--- src/rtl/game2048_pkg.sv ---
// Shared types and constants for the 2048 game input/board path.
//   dir_t    : 2-bit move direction encoding seen by the board stage.
//   state_t  : move_input_ctrl FSM states.
//   BTN_*    : bit positions of each button in {U,D,L,R} vectors.
//   prio_dir : picks one direction from a rise vector, U > D > L > R.
package game2048_pkg;

    typedef enum logic [1:0] {
        DIR_UP    = 2'd0,
        DIR_DOWN  = 2'd1,
        DIR_LEFT  = 2'd2,
        DIR_RIGHT = 2'd3
    } dir_t;

    typedef enum logic [1:0] {
        ST_IDLE,
        ST_PEND,
        ST_WAIT_REL
    } state_t;

    localparam int unsigned NUM_BTN = 4;
    localparam int unsigned BTN_U   = 3;
    localparam int unsigned BTN_D   = 2;
    localparam int unsigned BTN_L   = 1;
    localparam int unsigned BTN_R   = 0;

    // Only meaningful when at least one bit is set; falls through to RIGHT.
    function automatic dir_t prio_dir(input logic [NUM_BTN-1:0] rise);
        if (rise[BTN_U])      return DIR_UP;
        else if (rise[BTN_D]) return DIR_DOWN;
        else if (rise[BTN_L]) return DIR_LEFT;
        else                  return DIR_RIGHT;
    endfunction

endpackage

--- src/rtl/move_input_ctrl_btn_debounce.sv ---
// btn_debounce: synchronises and debounces one raw push button.
//   clk, rst_n : system clock, asynchronous active-low reset
//   btn_raw_i  : raw asynchronous button input
//   level_o    : debounced level; flips only after DEBOUNCE_CYCLES
//                consecutive synchronised samples disagree with it
module btn_debounce #(
    parameter int unsigned DEBOUNCE_CYCLES = 1000000,
    parameter int unsigned CNT_W           = $clog2(DEBOUNCE_CYCLES + 1)
) (
    input  logic clk,
    input  logic rst_n,
    input  logic btn_raw_i,
    output logic level_o
);

    localparam logic [CNT_W-1:0] CNT_LAST = CNT_W'(DEBOUNCE_CYCLES - 1);

    logic             sync1_q;
    logic             sync2_q;
    logic [CNT_W-1:0] cnt_q;
    logic [CNT_W-1:0] cnt_d;
    logic             level_q;
    logic             level_d;

    // Counter runs only while the synchronised input disagrees with the
    // accepted level; any agreeing sample restarts the qualification.
    always_comb begin
        cnt_d   = cnt_q;
        level_d = level_q;
        if (sync2_q == level_q) begin
            cnt_d = '0;
        end else if (cnt_q == CNT_LAST) begin
            level_d = ~level_q;
            cnt_d   = '0;
        end else begin
            cnt_d = cnt_q + CNT_W'(1);
        end
    end

    always_ff @(posedge clk or negedge rst_n) begin
        if (!rst_n) begin
            sync1_q <= 1'b0;
            sync2_q <= 1'b0;
            cnt_q   <= '0;
            level_q <= 1'b0;
        end else begin
            sync1_q <= btn_raw_i;
            sync2_q <= sync1_q;
            cnt_q   <= cnt_d;
            level_q <= level_d;
        end
    end

    assign level_o = level_q;

endmodule

--- src/rtl/move_input_ctrl.sv ---
// move_input_ctrl: turns four raw direction buttons into single-shot move
// commands on a valid/ready handshake.
//   clk, rst_n         : system clock, asynchronous active-low reset
//   btn_U/D/L/R        : raw asynchronous direction buttons
//   move_valid         : a move command is pending
//   move_dir           : 00 up, 01 down, 10 left, 11 right (stable while valid)
//   move_ready         : board stage accepts the command
//   btn_level          : debounced levels {U,D,L,R}
module move_input_ctrl
    import game2048_pkg::*;
#(
    parameter  int unsigned DEBOUNCE_CYCLES = 1000000,
    localparam int unsigned CNT_W           = $clog2(DEBOUNCE_CYCLES + 1)
) (
    input  logic       clk,
    input  logic       rst_n,
    input  logic       btn_U,
    input  logic       btn_D,
    input  logic       btn_L,
    input  logic       btn_R,
    output logic       move_valid,
    output logic [1:0] move_dir,
    input  logic       move_ready,
    output logic [3:0] btn_level
);

    logic [NUM_BTN-1:0] btn_raw;
    logic [NUM_BTN-1:0] btn_lvl;
    logic [NUM_BTN-1:0] btn_lvl_q;
    logic [NUM_BTN-1:0] btn_rise;

    state_t state_q;
    logic   valid_q;
    dir_t   dir_q;

    assign btn_raw[BTN_U] = btn_U;
    assign btn_raw[BTN_D] = btn_D;
    assign btn_raw[BTN_L] = btn_L;
    assign btn_raw[BTN_R] = btn_R;

    for (genvar gi = 0; gi < NUM_BTN; gi++) begin : g_db
        btn_debounce #(
            .DEBOUNCE_CYCLES(DEBOUNCE_CYCLES),
            .CNT_W          (CNT_W)
        ) u_db (
            .clk      (clk),
            .rst_n    (rst_n),
            .btn_raw_i(btn_raw[gi]),
            .level_o  (btn_lvl[gi])
        );
    end

    assign btn_rise = btn_lvl & ~btn_lvl_q;

    always_ff @(posedge clk or negedge rst_n) begin
        if (!rst_n) begin
            btn_lvl_q <= '0;
        end else begin
            btn_lvl_q <= btn_lvl;
        end
    end

    // Rises seen outside IDLE are simply ignored, so nothing is queued;
    // the release gate in WAIT_REL provides the lockout.
    always_ff @(posedge clk or negedge rst_n) begin
        if (!rst_n) begin
            state_q <= ST_IDLE;
            valid_q <= 1'b0;
            dir_q   <= DIR_UP;
        end else begin
            case (state_q)
                ST_IDLE: begin
                    if (|btn_rise) begin
                        dir_q   <= prio_dir(btn_rise);
                        valid_q <= 1'b1;
                        state_q <= ST_PEND;
                    end
                end
                ST_PEND: begin
                    if (move_ready) begin
                        valid_q <= 1'b0;
                        state_q <= ST_WAIT_REL;
                    end
                end
                ST_WAIT_REL: begin
                    valid_q <= 1'b0;
                    if (btn_lvl == '0) begin
                        state_q <= ST_IDLE;
                    end
                end
                default: begin
                    valid_q <= 1'b0;
                    state_q <= ST_IDLE;
                end
            endcase
        end
    end

    assign move_valid = valid_q;
    assign move_dir   = dir_q;
    assign btn_level  = btn_lvl;

endmodule

--- config.mk ---
export PLATFORM = sky130hd
export DESIGN_NAME = move_input_ctrl
export DESIGN_NICKNAME = d
export VERILOG_FILES = /design/src/rtl/game2048_pkg.sv /design/src/rtl/move_input_ctrl_btn_debounce.sv /design/src/rtl/move_input_ctrl.sv
export SDC_FILE = /design/constraint.sdc
export NUM_CORES = 1
export LEC_CHECK = 0
export ABC_AREA = 1
export ABC_CLOCK_PERIOD_IN_PS = 2260
export BUFFER_PORTS_ARGS = -buffer_cell sky130_fd_sc_hd__buf_2
export CAP_MARGIN = 20
export CELL_PAD_IN_SITES_DETAIL_PLACEMENT = 0
export CELL_PAD_IN_SITES_GLOBAL_PLACEMENT = 2
export CORE_ASPECT_RATIO = 0.6
export CORE_MARGIN = 2
export CORE_UTILIZATION = 41
export DETAILED_ROUTE_END_ITERATION = 16
export PLACE_DENSITY_LB_ADDON = 0.1
export SLEW_MARGIN = 25
export SYNTH_ARGS = -nofsm -noshare
export SYNTH_HDL_FRONTEND = slang
export SYNTH_SLANG_ARGS = --single-unit
--- constraint.sdc ---
create_clock -name clk -period 2.26 [get_ports clk]
set_input_delay 0.452 -clock clk [delete_from_list [all_inputs] [get_ports clk]]
set_output_delay 0.452 -clock clk [all_outputs]
set_load 0.05 [all_outputs]
==> results.sh <==
export IMPL_worstPathArrival_ns=1.12
export IMPL_synth_most_common_cell="nor2_1"
export IMPL_num_fill_cells=1216
export IMPL_root_buffer="clkbuf_16"
export IMPL_start_util_pct=42.50
export IMPL_grtUsageTotal_pct=18.10
export IMPL_setup_ws_ns=0.6851
export IMPL_powerDensity_nw_per_um2=600.7
export IMPL_startpoint="g_db[0].u_db.level_o$_DFFE_PN0P_"
export IMPL_ys_top_cells_by_area="dfrtp_1 49%, nor2_1 11%, nand2_1 8.2%"
export IMPL_antenna_left=0
export IMPL_rows=31
export IMPL_grt_first_pass_wirelength_mm=19.48
export IMPL_crit_family="flip-flops"
export IMPL_via_per_inst=4.789
export IMPL_cts_resized=0
export IMPL_die_h_um=91.17
export IMPL_worst_setup_path_type="reg2out"
export IMPL_cellLeakagePower_nw=2.520
export IMPL_drive_above_1_share_pct=10.01
export IMPL_grt_max_degree=102
export IMPL_synthCells=643
export IMPL_grt_pass1_vias=3854
export IMPL_final_period_utilization_pct=69.68
export IMPL_drv_slew=0
export IMPL_coreArea_um2=12220
export IMPL_finalSetupViolCount=0
export IMPL_n_antenna_cell=0
export IMPL_dr_pass1_iters=4
export IMPL_rsz0062_at_grt="no"
export IMPL_h_tree_depth=3
export IMPL_wl_mm=11.11
export IMPL_clock_sinks=101
export IMPL_worst_path_max_delay_cell="dfrtp_1"
export IMPL_synth_area_per_cell_um2=8.075
export IMPL_drc=0
export IMPL_wl_per_cell_um=13.32
export IMPL_yosysTopAreaCell="dfrtp_1"
export IMPL_fp_dieW_um=149.3
export IMPL_place_hpwl_mm=8.060
export IMPL_post_cts_buffers=0
export IMPL_io_buffer_count=13
export IMPL_cts_hold_buf=0
export IMPL_pre_cts_ws_ns=0.7663
export IMPL_nNetsFinal=675
export IMPL_synth_edff_count=0
export IMPL_r2r_start="g_db[3].u_db.cnt_q[0]$_DFF_PN0_"
export IMPL_yosys_top_cells_count="159 x nor2_1, 113 x nand2_1, 101 x dfrtp_1"
export IMPL_path_clk_slew_ns=0.07
export IMPL_grt_overflow=0
export IMPL_vias=3994
export IMPL_synth_distinct_cells=29
export IMPL_drt_iter0_drc=303
export IMPL_ios=14
export IMPL_synth_seq_cells=101
export IMPL_hold_viol_final=0
export IMPL_cts_buffers_inserted=9
export IMPL_cpPeakStageDelay_ns=0.47
export IMPL_syn_area_um2=5192
export IMPL_final_util_pct=46.95
export IMPL_ys_seq_area_share_pct=48.67
export IMPL_hold_class="in2async"
export IMPL_grt_antenna_before_repair=0
export IMPL_cp_max_fo=5
export IMPL_max_clock_path_buffers=2
export IMPL_yosys_warnings=0
export IMPL_tns_ns=0
export IMPL_fin_crit_ns=1.575
export IMPL_place_congestion=0.8260
export IMPL_start_kind="register"
export IMPL_dieArea_um2=13610
export IMPL_clock_skew_ns=0.007537
export IMPL_hold_ws_ns=0.1509
export IMPL_yosys_area_top_type_share_pct=48.67
export IMPL_cp_required_ns=1.81
export IMPL_maxSlewHeadroom_pct=63.22
export IMPL_ir_drop_mv=0.3643
export IMPL_async_flop_share_pct=100.0
export IMPL_fmax_mhz=635.0
export IMPL_dominantRegCellSynth="dfrtp_1"
export IMPL_tightest_slew_ns=0.5517
export IMPL_path_buf_inv=1
export IMPL_cp_end_kind="primary output"
export IMPL_cts_tree="done"
export IMPL_outcome="finished, final reports clean"
export IMPL_clock_latency_ns=0.35
export IMPL_syn2layout_area_growth_pct=10.48
export IMPL_crit_chain="buf_2"
export IMPL_cap_viol_max_count=0
export IMPL_syn_num_nets=654
[stage by stage]
step	cells	cell area [um2]	total power [mW]
2_1_floorplan	643	5192	1.938
3_3_place_gp	818	5456	2.004
3_5_place_dp	818	5456	2.006
4_1_cts	834	5737	3.520
5_1_grt	834	5737	3.604
6_report	834	5737	3.446
[worst paths after layout]
kind,endpoint,slack (ns),depth (start not counted)
min in group clk,g_db[2].u_db.sync1_q$_DFF_PN0_,0.21,1
setup reg to reg,g_db[3].u_db.cnt_q[9]$_DFF_PN0_,0.76,8
hold reg to reg,g_db[1].u_db.sync2_q$_DFF_PN0_,0.35,0
hold / removal,g_db[2].u_db.cnt_q[10]$_DFF_PN0_,0.15,2
max in group asynchronous,g_db[3].u_db.cnt_q[12]$_DFF_PN0_,1.67,2
setup / recovery,btn_level[0],0.69,1
[cell type report]
cell class                      count  area [um2]  area share [%]
Sequential cell                   101        2527           44.06
Inverter                           69       259.0           4.515
Timing Repair Buffer               14       87.58           1.527
Clock inverter                      3       20.02          0.3490
Clock buffer                       13       260.3           4.537
Tap cell                          165       206.4           3.599
Multi-Input combinational cell    469        2376           41.42
[sequential cells by signal (all words and copies together), names as in the netlist]
signal and cells:
g_db.u_db.sync1_q 4, g_db.u_db.level_o 4, move_dir 2, btn_lvl_q 4, g_db.u_db.cnt_q 80, move_valid 1
state_q 2, g_db.u_db.sync2_q 4
[power breakdown]
part	leakage (nW)	switching (mW)	internal, mW
combinational	1.01	0.0840	0.0329
clock	0.132	0.673	0.807
sequential	1.38	0.0177	1.83
[cells in the final DEF (no fill, tap or decap)]
master      netlist  routed
a21oi_1          10      10
a31oi_1           1       1
buf_12            0       1
buf_2             0      12
buf_4             4       1
clkbuf_1          0       2
clkbuf_16         0       9
clkbuf_8          0       2
clkinv_2          0       1
clkinvlp_4        0       2
dfrtp_1         101     101
ha_1              4       4
inv_1            65      65
inv_2             4       4
nand2_1         113     113
nand2_2          10      10
nand3_1          66      66
nand3_2           5       5
nand3_4           2       2
nand3b_1          3       3
nand4_1           5       5
nor2_1          159     159
nor2_2            8       8
nor2_4            6       6
nor3_1            8       8
nor3_4            1       1
nor3b_2           1       1
nor4_1            1       1
o21ai_0           8       8
o21ai_1           7       7
o21bai_1          2       2
o22ai_1           2       2
or2_1             2       2
xnor2_1          14      14
xor2_1           29      29
xor2_2            2       2
[metal layers]
| metal | vias to the layer above | global-route usage (%) | share of wire [%] |
|---|---|---|---|
| met5 | - | 0 | 0 |
| met4 | 0 | 4.048 | 0.54 |
| met3 | 6 | 4.121 | 2.9 |
| met2 | 53 | 24.62 | 40 |
| met1 | 1868 | 28.78 | 57 |
| li1 | 2067 | - | - |
[logic make-up after synthesis]
group / after synthesis / synth area share, %
AND/OR/NAND/NOR: 390 / 33.86
XOR/XNOR: 45 / 7.879
AO/OA/AOI/OAI: 30 / 3.060
adder cells (fa/ha/maj): 4 / 0.9639
buffers and inverters: 73 / 5.566
flip-flops: 101 / 48.67
Note: power is estimated with default switching activity, not from simulation.
